[config.mk]
export PLATFORM = sky130hd
export DESIGN_NAME = axi4lite_mem_ctrl
export DESIGN_NICKNAME = d
export VERILOG_FILES = /design/src/rtl/axi4lite_mem_ctrl.sv
export SDC_FILE = /design/constraint.sdc
export NUM_CORES = 1
export LEC_CHECK = 0
export ABC_AREA = 1
export CAP_MARGIN = 20
export CORE_ASPECT_RATIO = 0.9
export CORE_MARGIN = 1
export CORE_UTILIZATION = 40
export DETAILED_ROUTE_END_ITERATION = 16
export GPL_ROUTABILITY_DRIVEN = 0
export GPL_TIMING_DRIVEN = 0
export HOLD_SLACK_MARGIN = 0.12
export PLACE_DENSITY = 0.84
export SYNTH_ARGS = -nofsm -noshare
export SYNTH_HDL_FRONTEND = slang
export SYNTH_SLANG_ARGS = --single-unit
[constraint.sdc]
create_clock -name clk -period 2.6 [get_ports clk]
set_clock_uncertainty 0.2 [all_clocks]
set_input_delay 0.78 -clock clk [delete_from_list [all_inputs] [get_ports clk]]
set_output_delay 0.78 -clock clk [all_outputs]
set_load 0.01 [all_outputs]
[src/rtl/axi4lite_mem_ctrl.sv]
// AXI4-Lite slave sequencer for a single-cycle-write, registered-read word memory; write MEM_WEN@1/BVALID@2, read MEM_REN@1/RVALID@3.
// Independent write/read FSMs share the memory through a round-robin arbiter; stalled BREADY blocks only AW/W, stalled RREADY only AR.
module axi4lite_mem_ctrl #(
  parameter int dataWidth    = 32,
  parameter int dataDepth    = 64,
  parameter int memAddrWidth = $clog2(dataDepth),
  parameter int addrWidth    = 8,
  parameter int strbWidth    = dataWidth / 8
) (
  input  logic                    clk,
  input  logic                    reset,
  input  logic                    AWVALID,
  output logic                    AWREADY,
  input  logic [addrWidth-1:0]    AWADDR,
  input  logic                    WVALID,
  output logic                    WREADY,
  input  logic [dataWidth-1:0]    WDATA,
  input  logic [strbWidth-1:0]    WSTRB,
  output logic                    BVALID,
  input  logic                    BREADY,
  output logic [1:0]              BRESP,
  input  logic                    ARVALID,
  output logic                    ARREADY,
  input  logic [addrWidth-1:0]    ARADDR,
  output logic                    RVALID,
  input  logic                    RREADY,
  output logic [dataWidth-1:0]    RDATA,
  output logic [1:0]              RRESP,
  output logic                    MEM_WEN,
  output logic [memAddrWidth-1:0] MEM_AWADDR,
  output logic [strbWidth-1:0]    MEM_WSTRB,
  output logic [dataWidth-1:0]    MEM_WDATA,
  output logic                    MEM_REN,
  output logic [memAddrWidth-1:0] MEM_ARADDR,
  input  logic [dataWidth-1:0]    MEM_RDATA
);

  typedef enum logic [1:0] {W_IDLE, W_ARB, W_RESP} w_state_e;
  typedef enum logic [1:0] {R_IDLE, R_ARB, R_DATA, R_RESP} r_state_e;

  localparam logic [1:0] RESP_OKAY   = 2'b00;
  localparam logic [1:0] RESP_SLVERR = 2'b10;

  w_state_e               w_state_q, w_state_d;
  logic                   aw_done_q, aw_done_d;
  logic                   wd_done_q, wd_done_d;
  logic [addrWidth-1:0]   awaddr_q, awaddr_d;
  logic [dataWidth-1:0]   wdata_q, wdata_d;
  logic [strbWidth-1:0]   wstrb_q, wstrb_d;
  logic                   awready_q, awready_d;
  logic                   wready_q, wready_d;
  logic                   bvalid_q, bvalid_d;
  logic [1:0]             bresp_q, bresp_d;

  r_state_e               r_state_q, r_state_d;
  logic [addrWidth-1:0]   araddr_q, araddr_d;
  logic                   arready_q, arready_d;
  logic                   rvalid_q, rvalid_d;
  logic [dataWidth-1:0]   rdata_q, rdata_d;
  logic [1:0]             rresp_q, rresp_d;

  logic                   last_rd_q, last_rd_d;
  logic                   gnt_w, gnt_r;
  logic                   aw_oor, ar_oor;

  assign aw_oor = (awaddr_q >> (memAddrWidth + 2)) != '0;
  assign ar_oor = (araddr_q >> (memAddrWidth + 2)) != '0;

  // The last-grant flag only moves on contention, so a lone request never skews the next tie-break.
  always_comb begin
    gnt_w     = 1'b0;
    gnt_r     = 1'b0;
    last_rd_d = last_rd_q;
    if (w_state_q == W_ARB && r_state_q == R_ARB) begin
      gnt_w     = last_rd_q;
      gnt_r     = !last_rd_q;
      last_rd_d = !last_rd_q;
    end else begin
      gnt_w = (w_state_q == W_ARB);
      gnt_r = (r_state_q == R_ARB);
    end
  end

  always_comb begin
    w_state_d = w_state_q;
    aw_done_d = aw_done_q;
    wd_done_d = wd_done_q;
    awaddr_d  = awaddr_q;
    wdata_d   = wdata_q;
    wstrb_d   = wstrb_q;
    bresp_d   = bresp_q;
    case (w_state_q)
      W_IDLE: begin
        if (AWVALID && awready_q) begin
          aw_done_d = 1'b1;
          awaddr_d  = AWADDR;
        end
        if (WVALID && wready_q) begin
          wd_done_d = 1'b1;
          wdata_d   = WDATA;
          wstrb_d   = WSTRB;
        end
        if (aw_done_d && wd_done_d) w_state_d = W_ARB;
      end
      W_ARB: begin
        if (gnt_w) begin
          w_state_d = W_RESP;
          aw_done_d = 1'b0;
          wd_done_d = 1'b0;
          bresp_d   = aw_oor ? RESP_SLVERR : RESP_OKAY;
        end
      end
      W_RESP: begin
        if (BREADY && bvalid_q) begin
          w_state_d = W_IDLE;
          bresp_d   = RESP_OKAY;
        end
      end
      default: w_state_d = W_IDLE;
    endcase
    awready_d = (w_state_d == W_IDLE) && !aw_done_d;
    wready_d  = (w_state_d == W_IDLE) && !wd_done_d;
    bvalid_d  = (w_state_d == W_RESP);
  end

  always_comb begin
    r_state_d = r_state_q;
    araddr_d  = araddr_q;
    rdata_d   = rdata_q;
    rresp_d   = rresp_q;
    case (r_state_q)
      R_IDLE: begin
        if (ARVALID && arready_q) begin
          araddr_d  = ARADDR;
          r_state_d = R_ARB;
        end
      end
      R_ARB: if (gnt_r) r_state_d = R_DATA;
      R_DATA: begin
        rdata_d   = ar_oor ? '0 : MEM_RDATA;
        rresp_d   = ar_oor ? RESP_SLVERR : RESP_OKAY;
        r_state_d = R_RESP;
      end
      R_RESP: begin
        if (RREADY && rvalid_q) begin
          r_state_d = R_IDLE;
          rdata_d   = '0;
          rresp_d   = RESP_OKAY;
        end
      end
      default: r_state_d = R_IDLE;
    endcase
    arready_d = (r_state_d == R_IDLE);
    rvalid_d  = (r_state_d == R_RESP);
  end

  always_ff @(posedge clk) begin
    if (reset) begin
      w_state_q <= W_IDLE;
      aw_done_q <= 1'b0;
      wd_done_q <= 1'b0;
      awaddr_q  <= '0;
      wdata_q   <= '0;
      wstrb_q   <= '0;
      awready_q <= 1'b0;
      wready_q  <= 1'b0;
      bvalid_q  <= 1'b0;
      bresp_q   <= RESP_OKAY;
      r_state_q <= R_IDLE;
      araddr_q  <= '0;
      arready_q <= 1'b0;
      rvalid_q  <= 1'b0;
      rdata_q   <= '0;
      rresp_q   <= RESP_OKAY;
      last_rd_q <= 1'b1;
    end else begin
      w_state_q <= w_state_d;
      aw_done_q <= aw_done_d;
      wd_done_q <= wd_done_d;
      awaddr_q  <= awaddr_d;
      wdata_q   <= wdata_d;
      wstrb_q   <= wstrb_d;
      awready_q <= awready_d;
      wready_q  <= wready_d;
      bvalid_q  <= bvalid_d;
      bresp_q   <= bresp_d;
      r_state_q <= r_state_d;
      araddr_q  <= araddr_d;
      arready_q <= arready_d;
      rvalid_q  <= rvalid_d;
      rdata_q   <= rdata_d;
      rresp_q   <= rresp_d;
      last_rd_q <= last_rd_d;
    end
  end

  assign AWREADY = awready_q;
  assign WREADY  = wready_q;
  assign BVALID  = bvalid_q;
  assign BRESP   = bresp_q;
  assign ARREADY = arready_q;
  assign RVALID  = rvalid_q;
  assign RDATA   = rdata_q;
  assign RRESP   = rresp_q;

  // Gating with reset keeps the memory untouched in the very cycle reset is raised.
  assign MEM_WEN    = !reset && gnt_w && !aw_oor;
  assign MEM_AWADDR = MEM_WEN ? awaddr_q[memAddrWidth+1:2] : '0;
  assign MEM_WSTRB  = MEM_WEN ? wstrb_q : '0;
  assign MEM_WDATA  = MEM_WEN ? wdata_q : '0;
  assign MEM_REN    = !reset && gnt_r && !ar_oor;
  assign MEM_ARADDR = MEM_REN ? araddr_q[memAddrWidth+1:2] : '0;

endmodule

==> results of run 1 <==
==> cell families after synthesis <==
| group | synth area share [%] |
|---|---|
| and+or+nand+nor | 17.4 |
| AOI/OAI and AO/OA | 19.1 |
| buffers and inverters | 11.6 |
| DFF | 51.8 |
| other | 0.105 |
==> path summary, 6_finish.rpt <==
path                         to  slack [ps]  cells after the start
setup / recovery  MEM_AWADDR[0]         -70                      7
hold / removal      wdata_q[25]         260                      2
setup reg to reg    wdata_q[12]         670                      7
hold reg to reg     wdata_q[25]         260                      2
==> flip-flops by register name (all words and copies together) (netlist names) <==
| name | cells |
|---|---|
| wstrb_q | 4 |
| RDATA | 32 |
| aw_done_q | 1 |
| wdata_q | 32 |
| AWREADY | 1 |
| awaddr_q | 6 |
| last_rd_q | 1 |
| w_state_q | 2 |
| WREADY | 1 |
| BVALID | 1 |
| r_state_q | 2 |
| ARREADY | 1 |
| wd_done_q | 1 |
| RVALID | 1 |
| araddr_q | 6 |
==> report_power, final <==
group	switching, mW	leakage (nW)	internal, mW
Combinational	0.414	1.41	0.366
Sequential	0.0627	0.752	1.58
Clock	0.480	0.107	0.568
==> final cells by class <==
cell class	instances	area, µm²	area share (%)
Clock buffer	12	145	2.56
Multi-Input combinational cell	295	1400	24.6
Buffer	33	194	3.42
Tap cell	119	149	2.62
Timing Repair Buffer	182	1620	28.6
Inverter	64	245	4.32
Sequential cell	92	1850	32.5
Clock inverter	4	72.6	1.28
==> routing by layer <==
metal | routed length, µm | vias up
li1 | - | 1898
met1 | 4550 | 1789
met2 | 5620 | 101
met3 | 465 | 22
met4 | 276 | 0
met5 | 0 | -
==> repair_timing <==
action                     in CTS  in global routing
pin swaps                       3                  2
setup endpoints to repair      50                 45
resized for setup             135                 91
hold endpoints to repair        0                  0
setup buffers                   6                  3
gates cloned                    1                  0
hold buffers                    0                  0
==> cells in the final DEF, fill, tap and decap left out, types with 13 or more instances in the layout <==
cell type | Yosys | layout
sky130_fd_sc_hd__clkdlybuf4s50_1 | 0 | 122
sky130_fd_sc_hd__nand2_1 | 84 | 82
sky130_fd_sc_hd__a21oi_1 | 81 | 81
sky130_fd_sc_hd__dfxtp_1 | 92 | 88
sky130_fd_sc_hd__inv_1 | 61 | 59
sky130_fd_sc_hd__buf_2 | 14 | 42
sky130_fd_sc_hd__clkbuf_2 | 0 | 14
sky130_fd_sc_hd__nor2_2 | 1 | 13
sky130_fd_sc_hd__o21ai_0 | 52 | 51
sky130_fd_sc_hd__nor2_1 | 59 | 42
==> critical path, stage by stage <==
cell and delay (ps):
sky130_fd_sc_hd__buf_2 140, sky130_fd_sc_hd__nor2_4 150, sky130_fd_sc_hd__clkinv_4 130, sky130_fd_sc_hd__buf_12 150, sky130_fd_sc_hd__buf_16 140, sky130_fd_sc_hd__nor2_4 80, sky130_fd_sc_hd__buf_6 100
==> metrics by stage <==
stage / area [µm²] / power [mW]
3_5_place_dp: 5440 / 2.41
6_report: 5670 / 3.47
4_1_cts: 5670 / 3.46
3_3_place_gp: 5440 / 2.38
5_1_grt: 5670 / 3.64
2_1_floorplan: 3570 / 2.05
==> insert_results.sql, run 1 <==
INSERT INTO impl_metrics (metric_group, metric, value, unit) VALUES
('route', 'detailedRoute.firstIterationViolations', '91', ''),
('clocking', 'cts_sinks', '92', ''),
('sta', 'final-max-slew-violation-count', '0', ''),
('logic_synthesis', 'synth.ff_latch_count', '92', ''),
('global_routing', 'top_usage_layer', 'met2', ''),
('sta', 'whs', '258', 'ps'),
('logic_synthesis', 'synth_area_leader_cell', 'sky130_fd_sc_hd__dfxtp_1', ''),
('placement', 'io_buffer_count', '172', ''),
('clocking', 'worst_setup_hold_path_clk_slew', '90', 'ps'),
('setup_path', 'critPathRequiredTime', '1620', 'ps'),
('global_routing', 'globalRouteTotalUtil', '23.7', '%'),
('floorplan', 'die_height', '91.4', 'µm'),
('sta', 'finalCritPeriodShare', '103', '%'),
('status', 'outcome', 'complete, but fails checks', ''),
('clocking', 'cts_buffer_depth', '2', ''),
('logic_synthesis', 'synth.cells.most_frequent', 'sky130_fd_sc_hd__dfxtp_1 (92), sky130_fd_sc_hd__nand2_1 (84), sky130_fd_sc_hd__a21oi_1 (81), sky130_fd_sc_hd__inv_1 (61), sky130_fd_sc_hd__nor2_1 (59)', ''),
('job', 'cap_viol_max_count', '0', ''),
('global_routing', 'first_global_vias', '3675', ''),
('sta', 'achievable-frequency', '375', 'MHz'),
('logic_synthesis', 'synth_async_sr_flop_share', '0', '%'),
('setup_path', 'arrival_time_at_the_worst_endpoint', '1690', 'ps'),
('finish', 'nets', '768', ''),
('logic_synthesis', 'yosys_most_used_dff', 'sky130_fd_sc_hd__dfxtp_1', ''),
('setup_path', 'worstSetupPathType', 'in2out', ''),
('setup_path', 'timing.critical_path.from_type', 'input port', ''),
('logic_synthesis', 'netlist-cell-type-count', '19', ''),
('clocking', 'ctsRootBufferMaster', 'sky130_fd_sc_hd__clkbuf_8', ''),
('status', 'violations', 'negative setup slack', ''),
('power_and_ir_drop', 'static-leakage-power', '2.27', 'nW'),
('global_routing', 'antenna_found_initial', '0', ''),
('sta', 'setup-violations-final', '6', ''),
('setup_path', 'worst_setup_path_startpoint', 'reset', ''),
('floorplan', 'chip_width', '101', 'µm'),
('sta', 'final_hold_viol_count', '0', ''),
('finish', 'area_growth_from_synthesis_to_final_layout', '59.6', '%'),
('floorplan', 'dieArea', '9270', 'µm²'),
('route', 'ant_nets', '0', ''),
('sta', 'fin_crit', '2670', 'ps'),
('min_path', 'hold_path.startpoint', 'wdata_q[25]', ''),
('logic_synthesis', 'count_of_flip_flops_with_a_built_in_enable_after_synthesis', '0', ''),
('route', 'route.detailed.drc', '0', ''),
('sta', 'final.setup.tns', '-324', 'ps'),
('logic_synthesis', 'ys_top_cells_by_area', 'sky130_fd_sc_hd__dfxtp_1 (52%), sky130_fd_sc_hd__a21oi_1 (11%), sky130_fd_sc_hd__nand2_1 (8.9%)', ''),
('power_and_ir_drop', 'ir_worst_vdd', '391', 'µV'),
('placement', 'detailedPlacementHpwl', '8250', 'µm'),
('finish', 'diodes', '0', ''),
('route', 'post_drt_wl_per_cell', '13.6', 'µm'),
('placement', 'placed_cells_incl_taps', '775', ''),
('min_path', 'kind_of_path_behind_the_tightest_hold_check', 'reg2reg', ''),
('global_routing', 'grt_max_degree', '15', ''),
('logic_synthesis', 'synth.yosys.seq_area_share', '51.8', '%'),
('route', 'route.vias.total', '3810', ''),
('global_routing', 'remaining_global_route_overflow', '0', ''),
('clocking', 'clock_insertion_delay_worst_skew', '340', 'ps'),
('route', 'drt_pre_antenna_iters', '5', ''),
('floorplan', 'io_pins', '182', ''),
('sta', 'max_slew_margin', '67.3', '%'),
('global_routing', 'grt_pass1_wl', '17200', 'µm'),
('global_routing', 'global_route.usage.met2', '42.2', '%'),
('clocking', 'tritoncts_clock_tree', 'yes', ''),
('route', 'vias_per_cell', '4.76', ''),
('logic_synthesis', 'synthesis.instances', '481', ''),
('logic_synthesis', 'syn-mean-instance-area', '7.39', 'µm²'),
('floorplan', 'core_region_area', '8610', 'µm²'),
('finish', 'filler_free_cell_count_of_the_finished_design', '801', ''),
('clocking', 'tritoncts.num_buffers', '9', ''),
('setup_path', 'crit_path_max_fanout', '7', ''),
('clocking', 'clock_tree.htree_level_count', '3', ''),
('sta', 'tightestPinTransition', '485', 'ps'),
('sta', 'final_critical_path_setup_slack', '-65.3', 'ps'),
('setup_path', 'reg2reg_from', 'w_state_q[1]', '');
Power figures use the tool's default switching activity.
==> inputs of run 2 (changes only) <==
==> constraint.sdc (replaced) <==
create_clock -name clk -period 2.6 [get_ports clk]
set_clock_uncertainty 0.2 [all_clocks]
set_input_delay 0.52 -clock clk [delete_from_list [all_inputs] [get_ports clk]]
set_output_delay 0.52 -clock clk [all_outputs]
set_load 0.01 [all_outputs]
==> run 2 against run 1 <==
  * The flow now finishes without violations
  * Power fell by 1.2%
  * Routed wire length fell by 1.6%
  * Core utilization fell by 1.1 points
  * Sequential cell count did not move
  * Via count fell by 2.1%
  * First-iteration DRC count fell by 3.3%
==> insert_results.sql, run 2 (same netlist as run 1, synthesis figures left out) <==
INSERT INTO impl_metrics (metric_group, metric, value, unit) VALUES
('power_and_ir_drop', 'seqPwrFrac', '47.8', '%'),
('power_and_ir_drop', 'power.share.combinational', '21.9', '%'),
('finish', 'nets', '762', ''),
('global_routing', 'antenna_found_initial', '0', ''),
('route', 'drt_pre_antenna_iters', '4', ''),
('sta', 'final_hold_viol_count', '0', ''),
('setup_path', 'critical_path.cell_chain', 'inv_1 -> nand2_2 -> o21ai_4 -> nor2_4 -> inv_2 -> buf_4 -> nor2_1 -> dlygate4sd2_1', ''),
('setup_path', 'critPathSlowestCell', 'sky130_fd_sc_hd__dfxtp_1', ''),
('setup_path', 'worstPathBufferInverterCount', '4', ''),
('setup_path', 'critPathCapture', 'MEM_WDATA[2]', ''),
('global_routing', 'globalRouteTotalUtil', '23.2', '%'),
('finish', 'mostFrequentLayoutCell', 'sky130_fd_sc_hd__clkdlybuf4s50_1', ''),
('global_routing', 'first_global_vias', '3599', ''),
('sta', 'final_critical_path_setup_slack', '86.8', 'ps'),
('finish', 'area_growth_from_synthesis_to_final_layout', '56.8', '%'),
('sta', 'fin_crit', '2510', 'ps'),
('clocking', 'tritoncts.num_buffers', '9', ''),
('setup_path', 'worstSetupPathType', 'reg2out', ''),
('route', 'post_drt_wl_per_cell', '13.5', 'µm'),
('sta', 'setup-violations-final', '0', ''),
('setup_path', 'worst_setup_path_startpoint', 'r_state_q[1]', ''),
('clocking', 'cts_sinks', '92', ''),
('power_and_ir_drop', 'ir_worst_vdd', '342', 'µV'),
('clocking', 'worst_setup_hold_path_clk_slew', '90', 'ps'),
('placement', 'place_worst_setup_slack', '112', 'ps'),
('setup_path', 'critPathRequiredTime', '1880', 'ps'),
('global_routing', 'grt_pass1_wl', '16900', 'µm'),
('setup_path', 'crit_path_max_fanout', '10', ''),
('finish', 'final_core_util', '64.8', '%'),
('placement', 'io_buffer_count', '172', ''),
('clocking', 'tritoncts_clock_tree', 'yes', ''),
('clocking', 'ctsHoldBuffers', '0', ''),
('floorplan', 'core_region_area', '8610', 'µm²'),
('clocking', 'cts_buffer_depth', '2', ''),
('setup_path', 'critPathMaxStageDelay', '320', 'ps'),
('sta', 'tightestPinTransition', '530', 'ps'),
('finish', 'layout_common_cells', 'sky130_fd_sc_hd__clkdlybuf4s50_1 (123), sky130_fd_sc_hd__dfxtp_1 (92), sky130_fd_sc_hd__nand2_1 (83)', ''),
('sta', 'max_slew_margin', '64.7', '%'),
('floorplan', 'io_pins', '182', ''),
('placement', 'detailedPlacementHpwl', '8250', 'µm'),
('route', 'detailedRoute.firstIterationViolations', '88', ''),
('floorplan', 'initial_core_util', '41.3', '%'),
('floorplan', 'dieArea', '9270', 'µm²'),
('finish', 'diodes', '0', ''),
('clocking', 'ctsRootBufferMaster', 'sky130_fd_sc_hd__clkbuf_8', ''),
('route', 'route.detailed.drc', '0', ''),
('clocking', 'clock_tree.htree_level_count', '3', ''),
('sta', 'setup_repair_after_global_routing_missed_its_margin', 'yes', ''),
('floorplan', 'rows', '32', ''),
('power_and_ir_drop', 'netSwitchingFraction', '27.1', '%'),
('setup_path', 'regToRegEndpoint', 'wdata_q[12]', ''),
('route', 'route.vias.total', '3731', ''),
('global_routing', 'remaining_global_route_overflow', '0', ''),
('power_and_ir_drop', 'switching_power', '929', 'µW'),
('power_and_ir_drop', 'pwr_density_cell', '615', 'nW/µm²'),
('min_path', 'kind_of_path_behind_the_tightest_hold_check', 'reg2reg', ''),
('finish', 'filler_cells', '795', ''),
('sta', 'achievable-frequency', '398', 'MHz'),
('status', 'outcome', 'finished clean', ''),
('job', 'cap_viol_max_count', '0', ''),
('sta', 'final.setup.tns', '0', 'ps'),
('route', 'vias_per_cell', '4.69', ''),
('setup_path', 'rrSetupSlack', '890', 'ps'),
('power_and_ir_drop', 'static-leakage-power', '2.29', 'nW'),
('power_and_ir_drop', 'intPower', '2.50', 'mW'),
('setup_path', 'crit_family', 'buffers and inverters', ''),
('global_routing', 'grt_max_degree', '15', ''),
('power_and_ir_drop', 'power.clock.fraction', '30.3', '%'),
('setup_path', 'worstRegToRegCells', '5', ''),
('setup_path', 'reg2reg_from', 'w_state_q[0]', ''),
('sta', 'final-max-slew-violation-count', '0', ''),
('sta', 'finalCritPeriodShare', '96.7', '%'),
('finish', 'post_route_cells_drive_above_1_share', '10.2', '%'),
('setup_path', 'worstSetupPathDepth', '8', ''),
('setup_path', 'timing.critical_path.from_type', 'flop', ''),
('route', 'ant_nets', '0', ''),
('setup_path', 'arrival_time_at_the_worst_endpoint', '1790', 'ps'),
('floorplan', 'die_height', '91.4', 'µm'),
('clocking', 'clock_insertion_delay_worst_skew', '340', 'ps'),
('route', 'drt_wl_total', '10700', 'µm'),
('floorplan', 'chip_width', '101', 'µm'),
('setup_path', 'worstSetupEndpointType', 'primary output', '');
-- run 2: worst min-delay path by stage --
| stage | start | to | slack, ps | cells past startpoint |
|---|---|---|---|---|
| 6_report | wdata_q[25] | wdata_q[25] | 260 | 2 |
| 4_1_cts | araddr_q[7] | araddr_q[7] | 260 | 2 |
| 2_1_floorplan | araddr_q[3] | araddr_q[3] | 230 | 2 |
| 3_5_place_dp | wdata_q[5] | wdata_q[5] | 250 | 2 |
| 5_1_grt | awaddr_q[4] | awaddr_q[4] | 280 | 2 |
| 3_3_place_gp | araddr_q[2] | araddr_q[2] | 240 | 2 |
-- run 2: worst min-delay path, stage by stage, from the launching register on --
cell and delay, ps:
sky130_fd_sc_hd__dfxtp_1 300, sky130_fd_sc_hd__inv_1 60, sky130_fd_sc_hd__a21oi_1 60
-- run 2: per-stage QoR --
stage,power (mW),instances,hold WS [ps],cell area [µm²]
2_1_floorplan,2.05,484,229,3570
3_3_place_gp,2.38,775,239,5440
3_5_place_dp,2.41,775,246,5440
4_1_cts,3.44,792,259,5610
5_1_grt,3.60,795,279,5580
6_report,3.43,795,258,5580
-- run 2: area by class of cell --
cell class                 count  area (µm²)  area share [%]
multi-input combinational    295        1320            23.7
inverter                      64         240            4.31
clock inverter                 4        72.6            1.30
timing repair buffer         176        1630            29.2
tap                          119         149            2.67
clock buffer                  12         145            2.60
sequential                    92        1840            33.0
buffer                        33         175            3.14
-- run 2: layer usage --
layer	GRT usage, %	share of wire [%]
met5	0	0
met4	7.73	1.8
met3	4.00	3.7
met2	41.5	51
met1	27.7	43
-- run 2: power groups by stage --
stage               logic (mW)  registers, mW  clock network, mW
global route             0.834           1.65               1.12
floorplan                0.364           1.68                  0
CTS                      0.744           1.64               1.06
finish                   0.750           1.64               1.04
detailed placement       0.739           1.67                  0
global placement         0.713           1.66                  0
-- run 2: what timing repair did --
action	in CTS	in global routing
cloned	0	0
gates resized for setup	50	44
setup endpoints to repair	47	40
setup buffers	1	3
pin swaps	1	2
endpoints found under the hold margin	0	0
